==> src/rtl/id_ex_pipe_reg_if.sv <==
// id_ex_pipe_reg_if: ID->EX handshake, flush and payload bundle.
// master is the decode/EX environment, slave is the pipeline register.
interface id_ex_pipe_reg_if #(
    parameter int XLEN    = 64,
    parameter int REG_AW  = 5,
    parameter int FUNCT_W = 4,
    parameter int WB_W    = 2,
    parameter int M_W     = 3,
    parameter int EX_W    = 3
);
    logic               in_valid, in_ready, flush, out_valid, out_ready;
    logic [XLEN-1:0]    pc, rs1_data, rs2_data, imm;
    logic [REG_AW-1:0]  rs1, rs2, rd;
    logic [FUNCT_W-1:0] funct;
    logic [WB_W-1:0]    wb;
    logic [M_W-1:0]     m;
    logic [EX_W-1:0]    ex;
    logic [XLEN-1:0]    pc_out, rs1_data_out, rs2_data_out, imm_out;
    logic [REG_AW-1:0]  rs1_out, rs2_out, rd_out;
    logic [FUNCT_W-1:0] funct_out;
    logic [WB_W-1:0]    wb_out;
    logic [M_W-1:0]     m_out;
    logic [EX_W-1:0]    ex_out;
    logic [1:0]         alu_op;
    logic               alu_src;
    modport master (
        output in_valid, flush, out_ready, pc, rs1_data, rs2_data, imm, rs1, rs2, rd, funct, wb, m, ex,
        input  in_ready, out_valid, pc_out, rs1_data_out, rs2_data_out, imm_out, rs1_out, rs2_out, rd_out,
               funct_out, wb_out, m_out, ex_out, alu_op, alu_src
    );
    modport slave (
        input  in_valid, flush, out_ready, pc, rs1_data, rs2_data, imm, rs1, rs2, rd, funct, wb, m, ex,
        output in_ready, out_valid, pc_out, rs1_data_out, rs2_data_out, imm_out, rs1_out, rs2_out, rd_out,
               funct_out, wb_out, m_out, ex_out, alu_op, alu_src
    );
endinterface

==> src/rtl/id_ex_pipe_reg.sv <==
// id_ex_pipe_reg: ID->EX pipeline register with valid/ready, flush-to-bubble and control zeroing.
// Define ID_EX_SKID_EN to add a skid entry that removes the out_ready->in_ready path.
module id_ex_pipe_reg #(
    parameter int XLEN    = 64,
    parameter int REG_AW  = 5,
    parameter int FUNCT_W = 4,
    parameter int WB_W    = 2,
    parameter int M_W     = 3,
    parameter int EX_W    = 3
) (
    input logic             clk,
    input logic             reset,
    id_ex_pipe_reg_if.slave bus
);
    localparam int DW = 4 * XLEN + 3 * REG_AW + FUNCT_W;
    localparam int CW = WB_W + M_W + EX_W;
    logic          r_live, r_out_valid;
    logic [DW-1:0] r_data, w_in_data, w_src_data;
    logic [CW-1:0] r_ctrl, w_in_ctrl, w_src_ctrl;
    logic          w_push, w_pop, w_src_valid;
    assign w_in_data = {bus.pc, bus.rs1_data, bus.rs2_data, bus.imm, bus.rs1, bus.rs2, bus.rd, bus.funct};
    assign w_in_ctrl = {bus.wb, bus.m, bus.ex};
    assign w_push    = bus.in_valid & bus.in_ready;
    assign w_pop     = r_out_valid & bus.out_ready;
`ifdef ID_EX_SKID_EN
    logic          r_skid_valid;
    logic [DW-1:0] r_skid_data;
    logic [CW-1:0] r_skid_ctrl;
    assign bus.in_ready = r_live & ~r_skid_valid & ~bus.flush;
    always_ff @(posedge clk) begin
        if (reset | bus.flush) begin
            r_skid_valid <= 1'b0;
        end else if (w_push & r_out_valid & ~w_pop) begin
            r_skid_valid <= 1'b1;
            r_skid_data  <= w_in_data;
            r_skid_ctrl  <= w_in_ctrl;
        end else if (w_pop) begin
            r_skid_valid <= 1'b0;
        end
    end
    // The skid entry is older than anything arriving, so it refills the output first.
    assign w_src_valid = r_skid_valid | w_push;
    assign w_src_data  = r_skid_valid ? r_skid_data : w_in_data;
    assign w_src_ctrl  = r_skid_valid ? r_skid_ctrl : w_in_ctrl;
`else
    assign bus.in_ready = r_live & ~bus.flush & (~r_out_valid | bus.out_ready);
    assign w_src_valid  = w_push;
    assign w_src_data   = w_in_data;
    assign w_src_ctrl   = w_in_ctrl;
`endif
    always_ff @(posedge clk) begin
        r_live <= ~reset;
        if (reset) begin
            r_out_valid <= 1'b0;
            r_data      <= '0;
            r_ctrl      <= '0;
        end else if (bus.flush) begin
            r_out_valid <= 1'b0;
            r_ctrl      <= '0;
        end else if (~r_out_valid | w_pop) begin
            r_out_valid <= w_src_valid;
            r_ctrl      <= w_src_valid ? w_src_ctrl : '0;
            if (w_src_valid) r_data <= w_src_data;
        end
    end
    assign {bus.pc_out, bus.rs1_data_out, bus.rs2_data_out, bus.imm_out,
            bus.rs1_out, bus.rs2_out, bus.rd_out, bus.funct_out} = r_data;
    assign {bus.wb_out, bus.m_out, bus.ex_out} = r_ctrl;
    assign bus.out_valid = r_out_valid;
    assign bus.alu_op    = r_ctrl[1:0];
    assign bus.alu_src   = r_ctrl[EX_W-1];
endmodule

==> src/flat_wrapper.sv <==
// flat-port wrapper written by rule: the top's interface ports become plain ports
module id_ex_pipe_reg_flat 
#(
    parameter int XLEN    = 64,
    parameter int REG_AW  = 5,
    parameter int FUNCT_W = 4,
    parameter int WB_W    = 2,
    parameter int M_W     = 3,
    parameter int EX_W    = 3
)
  (clk, reset, bus_in_valid, bus_flush, bus_out_ready, bus_pc, bus_rs1_data, bus_rs2_data, bus_imm, bus_rs1, bus_rs2, bus_rd, bus_funct, bus_wb, bus_m, bus_ex, bus_in_ready, bus_out_valid, bus_pc_out, bus_rs1_data_out, bus_rs2_data_out, bus_imm_out, bus_rs1_out, bus_rs2_out, bus_rd_out, bus_funct_out, bus_wb_out, bus_m_out, bus_ex_out, bus_alu_op, bus_alu_src);
  id_ex_pipe_reg_if #(.XLEN(XLEN), .REG_AW(REG_AW), .FUNCT_W(FUNCT_W), .WB_W(WB_W), .M_W(M_W), .EX_W(EX_W)) bus_i ();
  input logic clk;
  input logic reset;
  input wire logic [$bits(bus_i.in_valid)-1:0] bus_in_valid;
  input wire logic [$bits(bus_i.flush)-1:0] bus_flush;
  input wire logic [$bits(bus_i.out_ready)-1:0] bus_out_ready;
  input wire logic [$bits(bus_i.pc)-1:0] bus_pc;
  input wire logic [$bits(bus_i.rs1_data)-1:0] bus_rs1_data;
  input wire logic [$bits(bus_i.rs2_data)-1:0] bus_rs2_data;
  input wire logic [$bits(bus_i.imm)-1:0] bus_imm;
  input wire logic [$bits(bus_i.rs1)-1:0] bus_rs1;
  input wire logic [$bits(bus_i.rs2)-1:0] bus_rs2;
  input wire logic [$bits(bus_i.rd)-1:0] bus_rd;
  input wire logic [$bits(bus_i.funct)-1:0] bus_funct;
  input wire logic [$bits(bus_i.wb)-1:0] bus_wb;
  input wire logic [$bits(bus_i.m)-1:0] bus_m;
  input wire logic [$bits(bus_i.ex)-1:0] bus_ex;
  output wire logic [$bits(bus_i.in_ready)-1:0] bus_in_ready;
  output wire logic [$bits(bus_i.out_valid)-1:0] bus_out_valid;
  output wire logic [$bits(bus_i.pc_out)-1:0] bus_pc_out;
  output wire logic [$bits(bus_i.rs1_data_out)-1:0] bus_rs1_data_out;
  output wire logic [$bits(bus_i.rs2_data_out)-1:0] bus_rs2_data_out;
  output wire logic [$bits(bus_i.imm_out)-1:0] bus_imm_out;
  output wire logic [$bits(bus_i.rs1_out)-1:0] bus_rs1_out;
  output wire logic [$bits(bus_i.rs2_out)-1:0] bus_rs2_out;
  output wire logic [$bits(bus_i.rd_out)-1:0] bus_rd_out;
  output wire logic [$bits(bus_i.funct_out)-1:0] bus_funct_out;
  output wire logic [$bits(bus_i.wb_out)-1:0] bus_wb_out;
  output wire logic [$bits(bus_i.m_out)-1:0] bus_m_out;
  output wire logic [$bits(bus_i.ex_out)-1:0] bus_ex_out;
  output wire logic [$bits(bus_i.alu_op)-1:0] bus_alu_op;
  output wire logic [$bits(bus_i.alu_src)-1:0] bus_alu_src;
  assign bus_i.in_valid = bus_in_valid;
  assign bus_i.flush = bus_flush;
  assign bus_i.out_ready = bus_out_ready;
  assign bus_i.pc = bus_pc;
  assign bus_i.rs1_data = bus_rs1_data;
  assign bus_i.rs2_data = bus_rs2_data;
  assign bus_i.imm = bus_imm;
  assign bus_i.rs1 = bus_rs1;
  assign bus_i.rs2 = bus_rs2;
  assign bus_i.rd = bus_rd;
  assign bus_i.funct = bus_funct;
  assign bus_i.wb = bus_wb;
  assign bus_i.m = bus_m;
  assign bus_i.ex = bus_ex;
  assign bus_in_ready = bus_i.in_ready;
  assign bus_out_valid = bus_i.out_valid;
  assign bus_pc_out = bus_i.pc_out;
  assign bus_rs1_data_out = bus_i.rs1_data_out;
  assign bus_rs2_data_out = bus_i.rs2_data_out;
  assign bus_imm_out = bus_i.imm_out;
  assign bus_rs1_out = bus_i.rs1_out;
  assign bus_rs2_out = bus_i.rs2_out;
  assign bus_rd_out = bus_i.rd_out;
  assign bus_funct_out = bus_i.funct_out;
  assign bus_wb_out = bus_i.wb_out;
  assign bus_m_out = bus_i.m_out;
  assign bus_ex_out = bus_i.ex_out;
  assign bus_alu_op = bus_i.alu_op;
  assign bus_alu_src = bus_i.alu_src;
  id_ex_pipe_reg #(.XLEN(XLEN), .REG_AW(REG_AW), .FUNCT_W(FUNCT_W), .WB_W(WB_W), .M_W(M_W), .EX_W(EX_W)) u_core (.clk(clk), .reset(reset), .bus(bus_i));
endmodule
==> config.mk <==
export PLATFORM = sky130hd
export DESIGN_NAME = id_ex_pipe_reg_flat
export DESIGN_NICKNAME = d
export VERILOG_FILES = /design/src/rtl/id_ex_pipe_reg_if.sv /design/src/rtl/id_ex_pipe_reg.sv /design/src/flat_wrapper.sv
export SDC_FILE = /design/constraint.sdc
export NUM_CORES = 1
export LEC_CHECK = 0
export BUFFER_PORTS_ARGS = -buffer_cell sky130_fd_sc_hd__buf_4
export CORE_AREA = 2 2 221 223
export DETAILED_ROUTE_END_ITERATION = 8
export DIE_AREA = 0 0 223 225
export HOLD_SLACK_MARGIN = 0.15
export SYNTH_ARGS = -nofsm -noshare
export SYNTH_HDL_FRONTEND = slang
export SYNTH_SLANG_ARGS = --single-unit
==> constraint.sdc <==
create_clock -name clk -period 4.05 [get_ports clk]
set_input_delay 0.6075 -clock clk [delete_from_list [all_inputs] [get_ports clk]]
set_output_delay 0.6075 -clock clk [all_outputs]
set_load 0.1 [all_outputs]
==> metrics.cfg <==
[hold_path]
hold_class = in -> reg

[cts]
cts_buffers = 34
clock_latency_ps = 530
ctsHtreeMaxLevel = 2
ctsHoldBuffers = 0
cts.sinks = 285
cts-root-buf = clkbuf_16
clk_pin_slew_ps = 50
tritoncts = built
cts-resized-gates = 0
post_cts_buffers = 0
clk_path_buf_depth = 3

[worst_setup_path]
endpoint_kind = output port
reg2reg_slack_ps = 1800
crit_fanout = 157
crit_type = reg -> out
r2r_start = u_core.r_live
cp_data_arrival_time_ps = 2020
worstPathRequired_ps = 3440
reg2reg_depth = 5
crit_path_start = u_core.bus.out_valid
timing.rr.end = u_core.r_data[274]
crit_end = bus_in_ready
cp-start-kind = flop

[logic_synthesis]
syn_nets = 1603
ys_seq_elements = 285
synth.avg_cell_area_um2 = 9.59
ys.flop_type = dfxtp_1
async_flop_share_pct = 0
synth_cell_type_count = 18
ys_seq_area_share_pct = 45.2
syn_area_um2 = 12600
yosysTopAreaCell = dfxtp_1
syn_inst = 1315
synth-edff-count = 0
ys_warn_count = 0
synthTopCellsByArea = dfxtp_1, a31o_1, nand2b_1
yosys.area.top_type_share_pct = 45.2

[timing]
setup_viol = 0
relSlewSlack_pct = 25.5
fmax_mhz = 381
tns_ps = 0
period_share_pct = 64.8
grt_setup_unrepaired = no
slew_viol_final = 0
hold_viol = 0
finClkSkew_ps = 10.8
min_period_ps = 2620
max_slew.worst_pin.slew_ps = 1110

[floorplan]
die_w_um = 223
initial_core_util_pct = 26.5
dieArea_um2 = 50200
rows = 80
coreArea_um2 = 47500
io_pins = 576
die_h_um = 225

[global_route]
antenna_found_initial = 0
grt_max_degree = 158
grt_pass1_vias = 12100
globalRouteOverflowTotal = 0
grt_pass1_wl_mm = 69.9
grt_use_total_pct = 17.1

[cells_and_area]
mostFrequentLayoutCells = buf_4, dfxtp_1, nand2b_1
multi_input_area_um2 = 5990
layout.nets = 2053
layout_commonest_cell = buf_4
antenna_cells = 0
n_fill_cell = 4767
post-route-util_pct = 38.4
syn_to_final_growth_pct = 44.7
drive_above_1_share_pct = 38.3
seq_area_um2 = 5710

[routing]
detail_route.wl_per_cell_um = 19.1
ant_nets = 0
vias = 12400
vias_per_cell = 5.16
drtPass1Iterations = 5
post-route-drc-count = 0
drt_wl_total_mm = 45.8
drtIter0Drc = 882

[power_and_ir_drop]
power_leakage_nw = 7.57
power.density_nw_per_um2 = 419
vdd_drop_max_uv = 298

[placement]
dp_hpwl_mm = 29.6
place.gp.congestion = 0.811
io_buffers = 575

[status]
status = completed

[run]
maxCapViolCount = 0

-- cells by family after synthesis --
family / synth area share, %
flip-flops: 45.2
AO/OA/AOI/OAI: 19.7
buffers and inverters: 7.41
AND/OR/NAND/NOR: 27.6
-- report_power, final --
part	switching [mW]	internal (mW)	leakage, nW
combinational	1.09	0.460	4.69
clock	1.23	1.90	0.562
sequential	0.0533	2.90	2.32
total	2.38	5.27	7.57
-- area by class of cell --
class                   instances  area share [%]
multi-input cells             841            32.8
flip-flops and latches        285            31.3
inverters                       2           0.123
clock inverters                 9           0.555
repair buffers                601            25.3
well taps                     615            4.22
clock buffers                  52            5.71
-- worst max-delay path: stages, from the launching register on --
cell	delay [ps]
dfxtp_1	380
nor2b_4	240
buf_12	450
nor2_1	110
buf_4	260
-- Yosys cell counts (all sizes together), types with 8 or more instances --
| cell type | n |
|---|---|
| clkbuf | 148 |
| dfxtp | 285 |
| buf | 39 |
| nand2b | 277 |
| a31o | 275 |
| nor4 | 276 |
| a22o | 8 |
-- flip-flops by register name (all words and copies together), names as in the netlist --
name	count
u_core.r_ctrl	8
u_core.r_live	1
u_core.bus.out_valid	1
u_core.r_data	275
-- how the worst min path moves through the flow --
stage                  startpoint              endpoint  slack, ps  cells past startpoint
3_5_place_dp     u_core.r_ctrl[3]      u_core.r_ctrl[3]        460                      1
6_report                bus_flush  u_core.bus.out_valid        280                      2
5_1_grt                 bus_flush  u_core.bus.out_valid        250                      2
2_1_floorplan           bus_flush  u_core.bus.out_valid        690                      1
3_3_place_gp   u_core.r_data[156]    u_core.r_data[156]        460                      1
4_1_cts                 bus_flush  u_core.bus.out_valid        240                      2
-- layer usage --
layer | global-route usage (%) | vias up | wire [µm]
met5 | 0 | - | 0
met4 | 6.52 | 0 | 1580
met2 | 28.7 | 439 | 22200
met3 | 4.41 | 90 | 2990
li1 | - | 5879 | -
met1 | 21.0 | 5997 | 19000
-- stage by stage --
step	hold slack (ps)	worst slack (ps)	cell area [µm²]	power [mW]	instances
after global placement	458	1400	17100	4.56	2344
final	278	1430	18300	7.65	2405
after detailed placement	463	1390	17100	4.57	2344
after global routing	252	1240	18300	7.91	2405
after CTS	239	1310	18300	7.74	2405
after floorplan	686	912	12600	4.08	1315
Note: power is estimated with default switching activity, not from simulation.
